**config.mk**
```make
export PLATFORM = sky130hd
export DESIGN_NAME = dp_timing_src
export DESIGN_NICKNAME = d
export VERILOG_FILES = /design/src/rtl/dp_pkg.sv /design/src/rtl/dp_raster_cnt.sv /design/src/rtl/dp_timing_src.sv
export SDC_FILE = /design/constraint.sdc
export NUM_CORES = 1
export LEC_CHECK = 0
export CAP_MARGIN = 5
export CORE_MARGIN = 1.5
export CORE_UTILIZATION = 47
export CTS_BUF_LIST = sky130_fd_sc_hd__clkbuf_8 sky130_fd_sc_hd__clkbuf_16
export DETAILED_ROUTE_END_ITERATION = 8
export PLACE_DENSITY_LB_ADDON = 0.12
export SYNTH_ARGS = -nofsm -noshare
export SYNTH_HDL_FRONTEND = slang
export SYNTH_SLANG_ARGS = --single-unit
```
**constraint.sdc**
```tcl
create_clock -name clk -period 2.9 [get_ports clk]
set_clock_uncertainty 0.05 [all_clocks]
set_input_delay 0.725 -clock clk [delete_from_list [all_inputs] [get_ports clk]]
set_output_delay 0.725 -clock clk [all_outputs]
set_load 0.02 [all_outputs]
```
**src/rtl/dp_pkg.sv**
```systemverilog
// rtl/dp_pkg.sv - shared DP word layout, 1080p timing defaults and FSM state type
//
// Purpose: constants and types common to the DP timing source and its raster counter.
// Ports: none (package).

package dp_pkg;

  // Bit positions inside the 27-bit DP word {hsync,vsync,de,R,G,B}
  localparam int DP_W    = 27;
  localparam int DP_HS   = 26;
  localparam int DP_VS   = 25;
  localparam int DP_DE   = 24;
  localparam int DP_R_HI = 23;
  localparam int DP_R_LO = 16;
  localparam int DP_G_HI = 15;
  localparam int DP_G_LO = 8;
  localparam int DP_B_HI = 7;
  localparam int DP_B_LO = 0;

  // 1080p raster defaults
  localparam int DP_H_ACT  = 1920;
  localparam int DP_H_FP   = 88;
  localparam int DP_H_SYNC = 44;
  localparam int DP_H_BP   = 148;
  localparam int DP_V_ACT  = 1080;
  localparam int DP_V_FP   = 4;
  localparam int DP_V_SYNC = 5;
  localparam int DP_V_BP   = 36;

  typedef enum logic [1:0] {
    IDLE     = 2'd0,
    WAIT_SOF = 2'd1,
    RUN      = 2'd2,
    RESYNC   = 2'd3
  } dp_state_e;

endpackage

```
**src/rtl/dp_raster_cnt.sv**
```systemverilog
// rtl/dp_raster_cnt.sv - h/v raster counters with de/hsync/vsync decode
//
// Purpose: free-running raster position while enabled, held at the origin otherwise.
// Ports:
//   clk_i          pixel clock
//   rst_ni         synchronous active-low reset
//   en_i           0 holds the raster at (0,0)
//   de_o           active video at the current position
//   hsync_o        horizontal sync (active-high)
//   vsync_o        vertical sync, whole lines (active-high)
//   frame_start_o  current position is (h=0,v=0)

module dp_raster_cnt
  import dp_pkg::*;
#(
  parameter int H_ACT  = DP_H_ACT,
  parameter int H_FP   = DP_H_FP,
  parameter int H_SYNC = DP_H_SYNC,
  parameter int H_BP   = DP_H_BP,
  parameter int V_ACT  = DP_V_ACT,
  parameter int V_FP   = DP_V_FP,
  parameter int V_SYNC = DP_V_SYNC,
  parameter int V_BP   = DP_V_BP
) (
  input  logic clk_i,
  input  logic rst_ni,
  input  logic en_i,
  output logic de_o,
  output logic hsync_o,
  output logic vsync_o,
  output logic frame_start_o
);

  localparam int H_TOT = H_ACT + H_FP + H_SYNC + H_BP;
  localparam int V_TOT = V_ACT + V_FP + V_SYNC + V_BP;
  localparam int HW    = $clog2(H_TOT);
  localparam int VW    = $clog2(V_TOT);

  // Sync windows are expressed as inclusive first/last positions so every
  // constant fits the counter width even when the back porch is zero.
  localparam logic [HW-1:0] H_ONE     = HW'(1);
  localparam logic [VW-1:0] V_ONE     = VW'(1);
  localparam logic [HW-1:0] H_LAST    = HW'(H_TOT - 1);
  localparam logic [VW-1:0] V_LAST    = VW'(V_TOT - 1);
  localparam logic [HW-1:0] H_ACT_C   = HW'(H_ACT);
  localparam logic [VW-1:0] V_ACT_C   = VW'(V_ACT);
  localparam logic [HW-1:0] H_HS_BEG  = HW'(H_ACT + H_FP);
  localparam logic [HW-1:0] H_HS_LAST = HW'(H_ACT + H_FP + H_SYNC - 1);
  localparam logic [VW-1:0] V_VS_BEG  = VW'(V_ACT + V_FP);
  localparam logic [VW-1:0] V_VS_LAST = VW'(V_ACT + V_FP + V_SYNC - 1);

  logic [HW-1:0] h_q, h_d;
  logic [VW-1:0] v_q, v_d;

  always_comb begin
    h_d = h_q;
    v_d = v_q;
    if (!en_i) begin
      h_d = '0;
      v_d = '0;
    end else if (h_q == H_LAST) begin
      h_d = '0;
      v_d = (v_q == V_LAST) ? '0 : v_q + V_ONE;
    end else begin
      h_d = h_q + H_ONE;
    end
  end

  always_ff @(posedge clk_i) begin
    if (!rst_ni) begin
      h_q <= '0;
      v_q <= '0;
    end else begin
      h_q <= h_d;
      v_q <= v_d;
    end
  end

  assign de_o          = (h_q < H_ACT_C) && (v_q < V_ACT_C);
  assign hsync_o       = (h_q >= H_HS_BEG) && (h_q <= H_HS_LAST);
  assign vsync_o       = (v_q >= V_VS_BEG) && (v_q <= V_VS_LAST);
  assign frame_start_o = (h_q == '0) && (v_q == '0);

endmodule

```
**src/rtl/dp_timing_src.sv**
```systemverilog
// rtl/dp_timing_src.sv - DP raster timing source packing RGB beats into the DP word
//
// Purpose: generates raster timing, pulls pixels from a valid/ready source, detects
// underflow and frame misalignment, blanks bad pixels and resyncs on the next frame.
// Ports:
//   clk, rst_n        pixel clock, synchronous active-low reset
//   en                0: raster held at origin, DPo=0, FSM to IDLE
//   pix_valid/sof/data/ready  pixel source handshake ({R,G,B} data)
//   clr_err           clears sticky flags (a new error in the same cycle wins)
//   DPo               registered {hsync,vsync,de,R,G,B}
//   underflow         sticky: source not valid on a RUN active pixel
//   sof_err           sticky: sof beat at the wrong raster position

module dp_timing_src
  import dp_pkg::*;
#(
  parameter int H_ACT  = DP_H_ACT,
  parameter int H_FP   = DP_H_FP,
  parameter int H_SYNC = DP_H_SYNC,
  parameter int H_BP   = DP_H_BP,
  parameter int V_ACT  = DP_V_ACT,
  parameter int V_FP   = DP_V_FP,
  parameter int V_SYNC = DP_V_SYNC,
  parameter int V_BP   = DP_V_BP
) (
  input  logic            clk,
  input  logic            rst_n,
  input  logic            en,
  input  logic            pix_valid,
  input  logic            pix_sof,
  input  logic [23:0]     pix_data,
  output logic            pix_ready,
  input  logic            clr_err,
  output logic [DP_W-1:0] DPo,
  output logic            underflow,
  output logic            sof_err
);

  logic de, hsync, vsync, frame_start;

  dp_raster_cnt #(
    .H_ACT (H_ACT),  .H_FP (H_FP),  .H_SYNC (H_SYNC),  .H_BP (H_BP),
    .V_ACT (V_ACT),  .V_FP (V_FP),  .V_SYNC (V_SYNC),  .V_BP (V_BP)
  ) u_raster (
    .clk_i         (clk),
    .rst_ni        (rst_n),
    .en_i          (en),
    .de_o          (de),
    .hsync_o       (hsync),
    .vsync_o       (vsync),
    .frame_start_o (frame_start)
  );

  dp_state_e       state_q, state_d;
  logic [DP_W-1:0] dpo_q, dpo_d;
  logic            und_q, und_d;
  logic            serr_q, serr_d;
  logic [23:0]     rgb;
  logic            new_und, new_serr;

  always_comb begin
    state_d   = state_q;
    pix_ready = 1'b0;
    rgb       = '0;
    new_und   = 1'b0;
    new_serr  = 1'b0;
    // No beat is taken while reset or disable is applied.
    if (!rst_n || !en) begin
      state_d = IDLE;
    end else begin
      unique case (state_q)
        IDLE: state_d = WAIT_SOF;
        WAIT_SOF: begin
          // Only the sof beat, and only at the frame origin, is taken here.
          if (frame_start && pix_valid && pix_sof) begin
            pix_ready = 1'b1;
            rgb       = pix_data;
            state_d   = RUN;
          end
        end
        RUN: begin
          pix_ready = de;
          if (de) begin
            if (!pix_valid) begin
              new_und = 1'b1;
            end else if (pix_sof != frame_start) begin
              new_serr = 1'b1;
              state_d  = RESYNC;
            end else begin
              rgb = pix_data;
            end
          end
        end
        RESYNC: begin
          // Drain non-sof beats; the sof beat stays at the head for WAIT_SOF.
          pix_ready = pix_valid && !pix_sof;
          if (pix_valid && pix_sof) begin
            state_d = WAIT_SOF;
          end
        end
        default: state_d = IDLE;
      endcase
    end

    dpo_d = '0;
    if (en) begin
      dpo_d[DP_HS]             = hsync;
      dpo_d[DP_VS]             = vsync;
      dpo_d[DP_DE]             = de;
      dpo_d[DP_R_HI:DP_B_LO]   = rgb;
    end

    und_d  = (und_q  && !clr_err) || new_und;
    serr_d = (serr_q && !clr_err) || new_serr;
  end

  always_ff @(posedge clk) begin
    if (!rst_n) begin
      state_q <= IDLE;
      dpo_q   <= '0;
      und_q   <= 1'b0;
      serr_q  <= 1'b0;
    end else begin
      state_q <= state_d;
      dpo_q   <= dpo_d;
      und_q   <= und_d;
      serr_q  <= serr_d;
    end
  end

  assign DPo       = dpo_q;
  assign underflow = und_q;
  assign sof_err   = serr_q;

endmodule

```
# ---- Yosys cells after proc, flatten, opt, wreduce, memory -nomap -nowiden
# Index checks and enable logic that the tools add are counted.
dict set report totals {
  reg_bits 54
  latchBits 0
  ram_bits 0
  rom_bits 0
  input_bits 30
  output_inout_bits 30
  elab_cells 77
  mem_count 0
}
dict set report classes {
  add_sub_neg 2
  multipliers 0
  n_div 0
  n_lt_le_gt_ge 6
  n_eq_ne 11
  shifts 0
  n_mux 24
  n_bitwise 2
  reduce_logical 25
}
# op count
set op_table {}
lappend op_table {{two-way mux 24 bit} 4}
lappend op_table {{case mux 24 bit (2 select lines)} 1}
lappend op_table {{adder 12 x 1 -> 12 bit (second input constant)} 1}
lappend op_table {{== test 12 bit (second input constant)} 1}
lappend op_table {{greater-or-equal comparator 12 x 11 -> 1 bit (second input constant)} 1}
lappend op_table {{less-or-equal comparator 12 bit (second input constant)} 1}
lappend op_table {{zero test 12 bit} 1}
lappend op_table {{less-than comparator 12 x 11 -> 1 bit (second input constant)} 1}
lappend op_table {{adder 11 x 1 -> 11 bit (second input constant)} 1}
lappend op_table {{== test 11 bit (second input constant)} 1}
lappend op_table {{greater-or-equal comparator 11 bit (second input constant)} 1}
lappend op_table {{less-or-equal comparator 11 bit (second input constant)} 1}
lappend op_table {{zero test 11 bit} 1}
lappend op_table {{less-than comparator 11 bit (second input constant)} 1}
lappend op_table {{two-way mux 1 bit} 11}
lappend op_table {{two-way mux 11 bit} 1}
lappend op_table {{logical AND 1 bit} 10}
lappend op_table {{two-way mux 2 bit} 5}
lappend op_table {{!= test 2 bit (second input constant)} 5}
lappend op_table {{case mux 2 bit (4 select lines)} 1}
lappend op_table {{OR reduction 3 bit} 2}
lappend op_table {{AND reduction 5 bit} 1}
lappend op_table {{== test 2 bit (second input constant)} 2}
lappend op_table {{zero test 1 bit} 4}
lappend op_table {{8 further kinds} 11}

# ---- Depth between registers and ports, before layout
dict set report depth {
  ltp_word 9
  depth_mapped 9
  ltp_nobuf 8
}

# ---- Hierarchy
# Synthesis repeated with hierarchy kept, for this count alone.
dict set report unflattened {
  hier_cells 247
  hier_area_um2 2349.8
}
# module instances cells_each area_per_inst_um2
set by_module_without_submodules {}
lappend by_module_without_submodules {dp_raster_cnt 1 148 1221.2}
lappend by_module_without_submodules {dp_timing_src 1 99 1128.6}

# ---- Worst setup path after synthesis
# No wires, ideal clock.
dict set report synth_path {
  path_type {register to output}
  startpoint {register u_raster.h_q[8]}
  endpoint {output port pix_ready}
  t_arrival_ns 2.183
  required_ns 2.125
  setup_slack_ns -0.058
  stages_incl_launch_ff 7
  path_cell_list {dfxtp_1 > or4_4 > or3_4 > nor2_1 > a31o_2 > nand2_1 > a211oi_1}
}
dict set report synth_via {
  elab_chain_len 7
}
# element line_no
set synth_rtl {}
lappend synth_rtl {{from (decl)} dp_raster_cnt.sv:52} ;# logic [HW-1:0] h_q, h_d;
lappend synth_rtl {{from (signal assigned)} dp_raster_cnt.sv:71} ;# h_q <= '0;
lappend synth_rtl {{from (signal assigned)} dp_raster_cnt.sv:74} ;# h_q <= h_d;
lappend synth_rtl {{parallel branches: the longest is 5 deep, another holds less-than comparator 12 x 11 -> 1 bit} -}
lappend synth_rtl {{case mux 1 bit (3 select lines) *} dp_timing_src.sv:71} ;# unique case (state_q)
lappend synth_rtl {{two-way mux 1 bit *} dp_timing_src.sv:68} ;# if (!rst_n || !en) begin
lappend synth_rtl {{to (decl)} dp_timing_src.sv:32} ;# output logic pix_ready,
# Every way passes the cells marked *.

# ---- Worst setup path after layout
dict set report layout_path {
  startpoint {register u_raster.v_q[6]}
  endpoint {output port pix_ready}
}
dict set report layout_via {
  elab_chain_len 7
}
# element line_no
set layout_rtl {}
lappend layout_rtl {{from (decl)} dp_raster_cnt.sv:53} ;# logic [VW-1:0] v_q, v_d;
lappend layout_rtl {{from (signal assigned)} dp_raster_cnt.sv:75} ;# v_q <= v_d;
lappend layout_rtl {{parallel branches: the longest is 5 deep, another holds less-than comparator 11 bit} -}
lappend layout_rtl {{case mux 1 bit (3 select lines) *} dp_timing_src.sv:71}
lappend layout_rtl {{two-way mux 1 bit *} dp_timing_src.sv:68}
# Marks and branches as above.

==> run summary <==
status: finished, violations left
violated checks: DRC, setup timing
# setup viols final: 1
CTS max path bufs: 2
Arr. time, crit path: 2.20 ns
Synth top area share: 48.84%
routability cong.: 0.7811
final net count: 370
die area: 5130 sq um
# DRC: 1
Final Max Slew Viols: 0
Root Buffer: clkbuf_8
DP HPWL: 3404 um
drt initial violations: 92
max cap viols: 0
Port Buf Inserts: 59
starting density of the core: 49.80%
row count: 24
post-route antenna net violation count: 0
n_diodes: 0
first-pass GRT wire length: 8052 um
WS Path Type: register to output port
CTS tree: built
GRT Overall Usage: 19.92%
VDD IR max: 298.1 uV
die width: 71.63 um
Mean Syn Cell Area: 9.379 sq um
Syn Inst Count: 236
syn nets: 275
crit share post-route: 102.7%
clock-pin slew on the worst setup and hold paths: 0.10 ns
Area Overhead vs Synth: 46.52%
RSZ-0062 raised after global routing: yes
PD cells: 420.1 nW/um^2
vias: 1906
initial antenna violation count: 0
Synth area leader: dfxtp_1
Primary FF master, synth: dfxtp_1
Leak: 1.270 nW
most numerous cell in the Yosys netlist: dfxtp_1
Cell variety after synth: 41
FMAX: 335.9 MHz
Worst EP required: 2.12 ns
DIE HEIGHT: 71.63 um
relative slew slack: 60.12%
CP Capture Type: output port
post-layout util: 72.97%
CP max FO: 2
fraction of layout cells with a size suffix above 1: 17.77%
CTS sink cnt: 54
First-pass DRT Iterations: 9
layout filler cell count: 372
Least-Margin Pin Slew: 0.5959 ns
total chip power: 0.001362 W
Post-synth EDFFs: 0
most frequent cells after synthesis: 54 x dfxtp_1, 36 x nor2_1, 27 x and2_1, 15 x nand2_1, 11 x xor2_1
worst hold-check path type: register to register
Fin. Hold Viols: 0
total CTS buffers: 5
grt ovf: 0
minimum clock period: 2.977 ns
largest net degree at the start of global routing: 25
clk_lat worst skew: 0.30 ns
Critical Path Start Type: register
Core Footprint: 4444 sq um
synth warn: 0
post-synthesis sequential area ratio: 48.84%
H-tree levels: 2
Post-Route Setup TNS: -0.07744 ns
# IOs: 60
hold-fix buffer count after cts: 0
vias in the first global route: 1771
final worst setup slack: -0.07744 ns
top cells by area, synth: dfxtp_1 49%, and2_1 7.6%, nor2_1 6.1%, ha_1 5.1%, xor2_1 4.4%
post-synthesis cell area: 2213 sq um
vias per cell: 4.964
WL per Instance: 12.27 um
final wirelength: 4711 um
Seq cells post-synth: 54
Post-synth ARST share: 0%
## final cells by class
class | instances | area, sq um | share of cell area (%)
repair buffers | 94 | 850.8 | 26.23
inverters | 7 | 26.28 | 0.8102
clock inverters | 3 | 45.04 | 1.389
flip-flops and latches | 54 | 1084 | 33.41
well taps | 52 | 65.06 | 2.006
clock buffers | 5 | 68.82 | 2.122
multi-input cells | 169 | 1104 | 34.03
## through the flow
step | hold slack, ns | cell area, sq um | setup WS (ns) | cells
finish | 0.4109 | 3243 | -0.07744 | 384
global route | 0.4401 | 3243 | -0.1465 | 384
CTS | 0.4192 | 3224 | -0.03033 | 383
detailed placement | 0.4006 | 3080 | -0.3067 | 372
global placement | 0.3955 | 3080 | -0.3073 | 372
floorplan | 0.3800 | 2218 | 0.1169 | 236
## cells in the final DEF, fill, tap and decap left out, types with 2 or more instances in the layout
cell type and n:
inv_1 7, xor2_1 11, and2_1 27, a31oi_1 3
ha_1 9, nor2b_1 2, nand2_1 14, o21ai_0 2
xnor2_1 8, or3_4 2, clkbuf_8 5, dfxtp_2 2
or3_1 2, or2_2 2, nor3_2 2, clkdlybuf4s50_1 58
o21a_1 2, clkinvlp_4 2, buf_4 36, nor3_1 4
dfxtp_1 52, o31ai_1 2, nor3b_1 3, nand4_1 8
nand3b_1 2, a21oi_1 2, nor2_1 35, and3_1 3
nand3_1 8
## registers in the layout, indices dropped and copies added, names as in the netlist
register and flops:
state_q 2, DPo 27, u_raster.v_q 11, sof_err 1
underflow 1, u_raster.h_q 12
## worst paths after layout
path,startpoint,end,slack [ns],depth (start not counted)
min,underflow,underflow,0.41,2
min reg2reg,underflow,underflow,0.41,2
max,u_raster.v_q[6],pix_ready,-0.08,7
max reg2reg,u_raster.v_q[6],state_q[1],0.46,7
## per-layer routing
layer | wire [um] | track usage, %
met5 | 0 | 0
met4 | 68 | 6.080
met2 | 2261 | 32.61
met3 | 271 | 5.204
met1 | 2110 | 25.89
## worst max-delay path, stage by stage (launching register included)
cell and delay (ns):
dfxtp_1 0.32, or4_1 0.56, nand4b_1 0.32, nor2_4 0.18
a31o_4 0.15, nand2_2 0.04, a211oi_2 0.16, buf_4 0.17
## cell families (layout without fill, tap and decap cells)
family / after synthesis / after routing / share of synthesized area (%)
AOI/OAI and AO/OA: 20 / 20 / 6.953
xor gates and xnor gates: 19 / 19 / 7.518
adders and majority gates: 9 / 9 / 5.088
DFF: 54 / 54 / 48.84
and+or+nand+nor: 121 / 121 / 29.23
buffers and inverters: 13 / 109 / 2.374
## power breakdown
part | total (W) | switching (W) | internal (W)
Combinational | 0.000116 | 0.0000472 | 0.0000684
Sequential | 0.000749 | 0.00000343 | 0.000746
Clock | 0.000498 | 0.000241 | 0.000257
Total | 0.00136 | 0.000291 | 0.00107
## what timing repair did
action                                  4_1_cts  5_1_grt
gates resized for setup                       9        2
endpoints found under the setup margin        1        1
buffers inserted                              3        1
pin swaps                                     6        1
No activity file was read; power rests on OpenSTA's default activity.
